## src/rtl/ame_comp_pkg.sv

```systemverilog
// Shared types and defaults for the AME comparator initiator and the comparator itself.
package ame_comp_pkg;

  localparam int unsigned NUM_CAND_DEF           = 6;
  localparam int unsigned COMP_DATA_BITS_DEF     = 64;
  localparam int unsigned COMP_DATA_IDX_BITS_DEF = 3;

  // Filler for unused slots: never strictly less than a real cost.
  localparam logic [COMP_DATA_BITS_DEF-1:0] PAD_COST = '1;

  typedef enum logic [1:0] {
    ST_FILL = 2'd0,
    ST_WAIT = 2'd1,
    ST_HOLD = 2'd2
  } ctrl_state_e;

endpackage

```

## src/rtl/ame_cost_slots.sv

```systemverilog
// Candidate slot register file with write pointer; clear refills every slot with padding.
module ame_cost_slots
  import ame_comp_pkg::*;
#(
  parameter int unsigned COMP_DATA_BITS = COMP_DATA_BITS_DEF,
  parameter int unsigned NUM_CAND       = NUM_CAND_DEF,
  parameter int unsigned CNT_W          = $clog2(NUM_CAND + 1)
) (
  input  logic                               clk_i,
  input  logic                               rst_i,
  input  logic                               clear_i,
  input  logic                               wr_en_i,
  input  logic [COMP_DATA_BITS-1:0]          wr_data_i,
  output logic [CNT_W-1:0]                   cnt_o,
  output logic [NUM_CAND*COMP_DATA_BITS-1:0] data_o
);

  logic [NUM_CAND-1:0][COMP_DATA_BITS-1:0] slots_q;
  logic [CNT_W-1:0]                        cnt_q;

  // Slot writes at the pointer; reset and clear restore padding and rewind the pointer.
  always_ff @(posedge clk_i) begin
    if (rst_i || clear_i) begin
      slots_q <= '1;
      cnt_q   <= '0;
    end else if (wr_en_i) begin
      for (int unsigned i = 0; i < NUM_CAND; i++) begin
        if (cnt_q == CNT_W'(i)) slots_q[i] <= wr_data_i;
      end
      cnt_q <= cnt_q + 1'b1;
    end
  end

  assign cnt_o  = cnt_q;
  assign data_o = slots_q;

endmodule

```

## src/rtl/ame_num_compare_ctrl.sv

```systemverilog
// Initiator-side controller for ame_num_compare: collect a cost group, run the
// comparator, return the winner over valid/ready.
// Optional watchdog on the comparator wait: define AME_COMP_TIMEOUT_EN.
module ame_num_compare_ctrl
  import ame_comp_pkg::*;
#(
  parameter int unsigned COMP_DATA_BITS     = COMP_DATA_BITS_DEF,
  parameter int unsigned COMP_DATA_IDX_BITS = COMP_DATA_IDX_BITS_DEF,
  parameter int unsigned NUM_CAND           = NUM_CAND_DEF,
  parameter int unsigned TIMEOUT_CYCLES     = 32
) (
  input  logic                               clk_i,
  input  logic                               rst_i,
  input  logic                               cost_valid_i,
  output logic                               cost_ready_o,
  input  logic [COMP_DATA_BITS-1:0]          cost_data_i,
  input  logic                               cost_last_i,
  output logic                               comp_init_o,
  output logic [NUM_CAND*COMP_DATA_BITS-1:0] comp_data_o,
  input  logic                               comp_done_i,
  input  logic [COMP_DATA_BITS-1:0]          comp_data_i,
  input  logic [COMP_DATA_IDX_BITS-1:0]      comp_data_idx_i,
  output logic                               best_valid_o,
  input  logic                               best_ready_i,
  output logic [COMP_DATA_BITS-1:0]          best_data_o,
  output logic [COMP_DATA_IDX_BITS-1:0]      best_idx_o,
  output logic                               best_err_o
);

  localparam int unsigned CNT_W = $clog2(NUM_CAND + 1);

  if (NUM_CAND > (1 << COMP_DATA_IDX_BITS) || NUM_CAND == 0 || TIMEOUT_CYCLES == 0) begin : g_bad_cfg
    $error("ame_num_compare_ctrl: invalid NUM_CAND/COMP_DATA_IDX_BITS/TIMEOUT_CYCLES");
  end

  ctrl_state_e                   state_q;
  logic                          cost_ready_q;
  logic                          comp_init_q;
  logic                          best_valid_q;
  logic [COMP_DATA_BITS-1:0]     best_data_q;
  logic [COMP_DATA_IDX_BITS-1:0] best_idx_q;
  logic [CNT_W-1:0]              cnt;
  logic                          xfer;
  logic                          close;
  logic                          clear;

  assign xfer  = (state_q == ST_FILL) && cost_valid_i && cost_ready_q;
  assign close = xfer && (cost_last_i || (cnt == CNT_W'(NUM_CAND - 1)));
  assign clear = (state_q == ST_HOLD) && best_ready_i;

  ame_cost_slots #(
    .COMP_DATA_BITS (COMP_DATA_BITS),
    .NUM_CAND       (NUM_CAND),
    .CNT_W          (CNT_W)
  ) u_slots (
    .clk_i     (clk_i),
    .rst_i     (rst_i),
    .clear_i   (clear),
    .wr_en_i   (xfer),
    .wr_data_i (cost_data_i),
    .cnt_o     (cnt),
    .data_o    (comp_data_o)
  );

`ifdef AME_COMP_TIMEOUT_EN
  localparam int unsigned WD_W = $clog2(TIMEOUT_CYCLES + 1);
  logic [WD_W-1:0] wd_q;
  logic            best_err_q;
`endif

  // Group FSM with registered handshake outputs (and watchdog when enabled).
  always_ff @(posedge clk_i) begin
    if (rst_i) begin
      state_q      <= ST_FILL;
      cost_ready_q <= 1'b0;
      comp_init_q  <= 1'b0;
      best_valid_q <= 1'b0;
      best_data_q  <= '0;
      best_idx_q   <= '0;
`ifdef AME_COMP_TIMEOUT_EN
      wd_q         <= '0;
      best_err_q   <= 1'b0;
`endif
    end else begin
      unique case (state_q)
        ST_FILL: begin
          if (close) begin
            state_q      <= ST_WAIT;
            cost_ready_q <= 1'b0;
            comp_init_q  <= 1'b1;
`ifdef AME_COMP_TIMEOUT_EN
            wd_q         <= '0;
`endif
          end else begin
            cost_ready_q <= 1'b1;
          end
        end
        ST_WAIT: begin
          if (comp_done_i) begin
            state_q      <= ST_HOLD;
            comp_init_q  <= 1'b0;
            best_valid_q <= 1'b1;
            best_data_q  <= comp_data_i;
            best_idx_q   <= comp_data_idx_i;
          end
`ifdef AME_COMP_TIMEOUT_EN
          else if (wd_q == WD_W'(TIMEOUT_CYCLES - 1)) begin
            state_q      <= ST_HOLD;
            comp_init_q  <= 1'b0;
            best_valid_q <= 1'b1;
            best_data_q  <= '1;
            best_idx_q   <= '0;
            best_err_q   <= 1'b1;
          end else begin
            wd_q <= wd_q + 1'b1;
          end
`endif
        end
        ST_HOLD: begin
          if (best_ready_i) begin
            state_q      <= ST_FILL;
            best_valid_q <= 1'b0;
            cost_ready_q <= 1'b1;
`ifdef AME_COMP_TIMEOUT_EN
            best_err_q   <= 1'b0;
`endif
          end
        end
        default: state_q <= ST_FILL;
      endcase
    end
  end

  assign cost_ready_o = cost_ready_q;
  assign comp_init_o  = comp_init_q;
  assign best_valid_o = best_valid_q;
  assign best_data_o  = best_data_q;
  assign best_idx_o   = best_idx_q;
`ifdef AME_COMP_TIMEOUT_EN
  assign best_err_o   = best_err_q;
`else
  assign best_err_o   = 1'b0;
`endif

endmodule
```

## config.mk

```make
export PLATFORM = sky130hd
export DESIGN_NAME = ame_num_compare_ctrl
export DESIGN_NICKNAME = d
export VERILOG_FILES = /design/src/rtl/ame_comp_pkg.sv /design/src/rtl/ame_cost_slots.sv /design/src/rtl/ame_num_compare_ctrl.sv
export SDC_FILE = /design/constraint.sdc
export NUM_CORES = 1
export LEC_CHECK = 0
export ABC_AREA = 1
export BUFFER_PORTS_ARGS = -buffer_cell sky130_fd_sc_hd__buf_2
export CORE_AREA = 2 2 230 232
export CTS_BUF_LIST = sky130_fd_sc_hd__clkbuf_8
export CTS_CLUSTER_SIZE = 30
export DETAILED_ROUTE_END_ITERATION = 8
export DIE_AREA = 0 0 232 234
export GPL_ROUTABILITY_DRIVEN = 0
export PLACE_DENSITY = 0.59
export SETUP_SLACK_MARGIN = 0.02
export SLEW_MARGIN = 20
export SYNTH_ARGS = -nofsm -noshare
export SYNTH_HDL_FRONTEND = slang
export SYNTH_SLANG_ARGS = --single-unit
```

## constraint.sdc

```tcl
create_clock -name clk_i -period 2.2 [get_ports clk_i]
set_clock_uncertainty 0.1 [all_clocks]
set_input_delay 0.11 -clock clk_i [delete_from_list [all_inputs] [get_ports clk_i]]
set_output_delay 0.11 -clock clk_i [all_outputs]
set_load 0.005 [all_outputs]
```

==> metrics.md <==
| Metric | Value |
|---|---|
| Crit Reg-Reg Startpoint | `u_slots.cnt_o[0]` |
| Starting density of the core | `31.2%` |
| Synthesized area per cell | `7.93 um^2` |
| Logic gate share of total power | `9.4%` |
| Slew of the pin with the lowest slew margin | `785 ps` |
| Maximum buffer depth of the clock tree | `3` |
| Detailed-placement wirelength estimate | `42,000 um` |
| Filler-free cell count of the finished design | `3,545` |
| Die outline area | `54,300 um^2` |
| Via count of the routed design | `17,500` |
| Cell with the largest stage delay on the worst path | `sky130_fd_sc_hd__buf_6` |
| Cell count after synthesis | `2,048` |
| Total overflow reported by the global router | `0` |
| Total Routed Length | `65,400 um` |
| Register bit count reported by yosys | `459` |
| Leakage | `10.9 nW` |
| DRC | `0` |
| Final Critical Period | `2000 ps` |
| Fraction of power consumed by sequential logic | `47.7%` |
| Standard-cell row count | `84` |
| Critical path capture point type | `flip-flop` |
| Ratio of cells with drive above 1 in the final layout | `26.8%` |
| Clock tree from TritonCTS | `yes` |
| Place WS | `40.2 ps` |
| Final slew viol count | `0` |
| Share of the clock period used by the worst path after layout | `91.0%` |
| Finished Core Util | `45.3%` |
| Global-route wire length before repair | `97,900 um` |
| Run status | `complete, no violations` |
| Routed via count divided by cell count | `4.95` |
| Placed standard-cell area | `19,900 um^2` |
| First-iteration detailed-routing DRC count | `1,223` |
| Post-route cell area | `23,600 um^2` |
| Clock slew at reported path FFs | `60 ps` |
| Nets | `2,940` |
| Overall routing resource usage | `23.1%` |
| Maximum net fanout on the critical path | `53` |
| Worst max-slew margin expressed relative to the limit | `47.7%` |
| Maximum clock frequency | `499 MHz` |
| Count of pins on the block boundary | `592` |
| Post-placement cell count | `3,201` |
| Cell-internal power | `13.4 mW` |
| Vias in the first global route | `17,000` |
| Root Buffer Master | `sky130_fd_sc_hd__clkbuf_8` |
| Required @ worst endpoint | `2670 ps` |
| Count of fill cells added during filler insertion | `5,101` |
| Final worst slack | `198 ps` |
| Relative area change from synthesis to final layout | `45.1%` |
| Startpoint type of the worst setup path | `flip-flop` |
| Power spent charging and discharging nets | `4.68 mW` |
| Number of nets with antenna violations after detailed routing | `0` |
| Count of unique library cells instantiated by Yosys | `19` |
| Hold Violations, Final | `0` |
| Number of warnings reported in the yosys synthesis log | `0` |
| Worst vdd rail ir drop | `0.387 mV` |
| Number of CTS-inserted buffers | `79` |
| Fraction of the yosys area taken by sequential cells | `56.6%` |
| Antenna violations before repair | `0` |
| Tightest Hold Check Type | `input port to flip-flop` |
| Die X-Extent | `232 um` |
| Cell Chain, Critical Path | `inv_1, ha_1, inv_1, nor2_4, buf_6, nand3_1, nand3_1` |
| Clock network latency to the later pin of the worst-skew pair | `640 ps` |
| Core Area | `52,000 um^2` |
| Setup violators final | `0` |
| Number of detailed-route iterations in the first pass | `6` |
| Summed instance area of the synthesized netlist | `16,200 um^2` |
| Worst Min Path Start | `cost_data_i[6]` |
| Number of port buffers | `590` |
| Sum of internal, switching and leakage power | `18.1 mW` |
| Hold WS | `214 ps` |
| Die span in y | `234 um` |
| Fraction of power spent switching nets | `25.8%` |
| Data arrival time of the critical path | `2480 ps` |
| Number of levels the H-tree was split into | `3` |
| Worst stage delay on the critical path | `470 ps` |
| Wirelength per Cell | `18.5 um` |
| Start point of the critical path | `u_slots.cnt_o[0]` |
| Maximum number of pins on one net before global-route repair | `110` |
| Total clock sinks | `459` |
| CP Class | `flip-flop to flip-flop` |
| Cells on worst reg2reg path | `7` |
| Total Neg Setup Slack | `0 ps` |
| Net count after synthesis | `2,190` |
| MaxCap Viol Count | `0` |
| Instance count along the most critical hold path | `4` |
| Share of total power in the clock network | `42.8%` |
| Unrepaired setup endpoints after global routing | `no` |
| Cell Pwr Density | `769 nW/um^2` |
power groups by stage:
stage	registers (mW)	clock network (mW)	logic (mW)
3_5_place_dp	8.82	0	1.48
6_report	8.65	7.76	1.71
2_1_floorplan	8.83	0	0.657
3_3_place_gp	8.81	0	1.47
4_1_cts	8.64	7.97	1.69
5_1_grt	8.67	8.34	1.87
logic make-up (layout without fill, tap and decap cells):
family	count (synthesis)	after routing	synth area share, %
AOI/OAI and AO/OA	75	75	2.31
other	1	2	0.0231
and+or+nand+nor	1324	1325	35.9
buffers and inverters	184	991	4.82
DFF	459	459	56.6
adders and majority gates	5	5	0.385
registers in the layout, indices dropped and copies added (netlist names):
name / flops
state_q: 2
comp_init_o: 1
best_valid_o: 1
cost_ready_o: 1
u_slots.cnt_o: 3
best_data_o: 64
u_slots.data_o: 384
best_idx_o: 3
what timing repair did:
| item | in CTS | in global routing |
|---|---|---|
| setup endpoints to repair | 0 | 94 |
| resized for setup | 0 | 1 |
| endpoints found under the hold margin | 458 | 0 |
| buffers inserted | 0 | 1 |
| hold buffers | 202 | 0 |
worst paths after layout:
kind / end / slack [ps]
setup / recovery: u_slots.data_o[47] / 200
hold / removal: u_slots.data_o[262] / 210
setup reg to reg: u_slots.data_o[47] / 200
hold reg to reg: u_slots.data_o[89] / 350
area by class of cell:
cell class	instances	area, um^2	area share (%)
Antenna cell	1	2.50	0.0106
Clock buffer	102	1400	5.96
Clock inverter	37	184	0.781
Inverter	14	60.1	0.255
Multi-Input combinational cell	1406	6320	26.8
Sequential cell	459	9190	39.0
Tap cell	688	861	3.65
Timing Repair Buffer	838	5540	23.5
synth_stat cells:
cell type | number | area, um^2
sky130_fd_sc_hd__nand2_1 | 665 | 2500
sky130_fd_sc_hd__nand3_1 | 645 | 3230
sky130_fd_sc_hd__dfxtp_1 | 459 | 9190
sky130_fd_sc_hd__clkbuf_1 | 84 | 315
sky130_fd_sc_hd__a21oi_1 | 74 | 370
sky130_fd_sc_hd__buf_2 | 70 | 350
sky130_fd_sc_hd__buf_1 | 15 | 56.3
sky130_fd_sc_hd__inv_1 | 11 | 41.3
sky130_fd_sc_hd__ha_1 | 5 | 62.6
sky130_fd_sc_hd__nor2_4 | 4 | 45.0
sky130_fd_sc_hd__inv_2 | 3 | 11.3
sky130_fd_sc_hd__nor2_1 | 3 | 11.3
sky130_fd_sc_hd__nand2_2 | 2 | 12.5
sky130_fd_sc_hd__nand4_1 | 2 | 12.5
sky130_fd_sc_hd__nor2_2 | 2 | 12.5
sky130_fd_sc_hd__buf_4 | 1 | 7.51
sky130_fd_sc_hd__conb_1 | 1 | 3.75
sky130_fd_sc_hd__nand3b_1 | 1 | 7.51
sky130_fd_sc_hd__o21ai_0 | 1 | 5.00
routing by layer:
layer,vias up,global-route usage [%],wire (um)
met2,878,39.6,31500
met3,143,6.32,5860
met4,0,10.4,2550
li1,8288,-,-
met5,-,0,0
met1,8229,27.1,25500
placed cells by master, fill, tap and decap left out:
cell                              n
sky130_fd_sc_hd__nand3b_1         1
sky130_fd_sc_hd__inv_8            1
sky130_fd_sc_hd__clkinvlp_4       1
sky130_fd_sc_hd__diode_2          1
sky130_fd_sc_hd__nand3_1        645
sky130_fd_sc_hd__o21ai_0          1
sky130_fd_sc_hd__nand2_2          4
sky130_fd_sc_hd__buf_2          590
sky130_fd_sc_hd__inv_1           40
sky130_fd_sc_hd__inv_2            2
sky130_fd_sc_hd__buf_12          17
sky130_fd_sc_hd__buf_6            1
sky130_fd_sc_hd__dfxtp_1        459
sky130_fd_sc_hd__nand2_4          2
sky130_fd_sc_hd__nor2_4           8
sky130_fd_sc_hd__buf_4           28
sky130_fd_sc_hd__a21oi_1         74
sky130_fd_sc_hd__bufinv_16        1
sky130_fd_sc_hd__ha_1             5
sky130_fd_sc_hd__nand4_1          2
sky130_fd_sc_hd__clkinv_2         4
sky130_fd_sc_hd__dlygate4sd3_1  202
sky130_fd_sc_hd__nand2_1        661
sky130_fd_sc_hd__inv_6            2
sky130_fd_sc_hd__clkbuf_8       102
sky130_fd_sc_hd__conb_1           1
sky130_fd_sc_hd__nor2_2           2
worst max-delay path, delay by kind of cell, from the launching register on:
family	cells	cell delay (ps)
buffers and inverters	3	660
AND/OR/NAND/NOR	3	580
flip-flops	1	340
adder cells (fa/ha/maj)	1	210
Note: power is estimated with default switching activity, not from simulation.
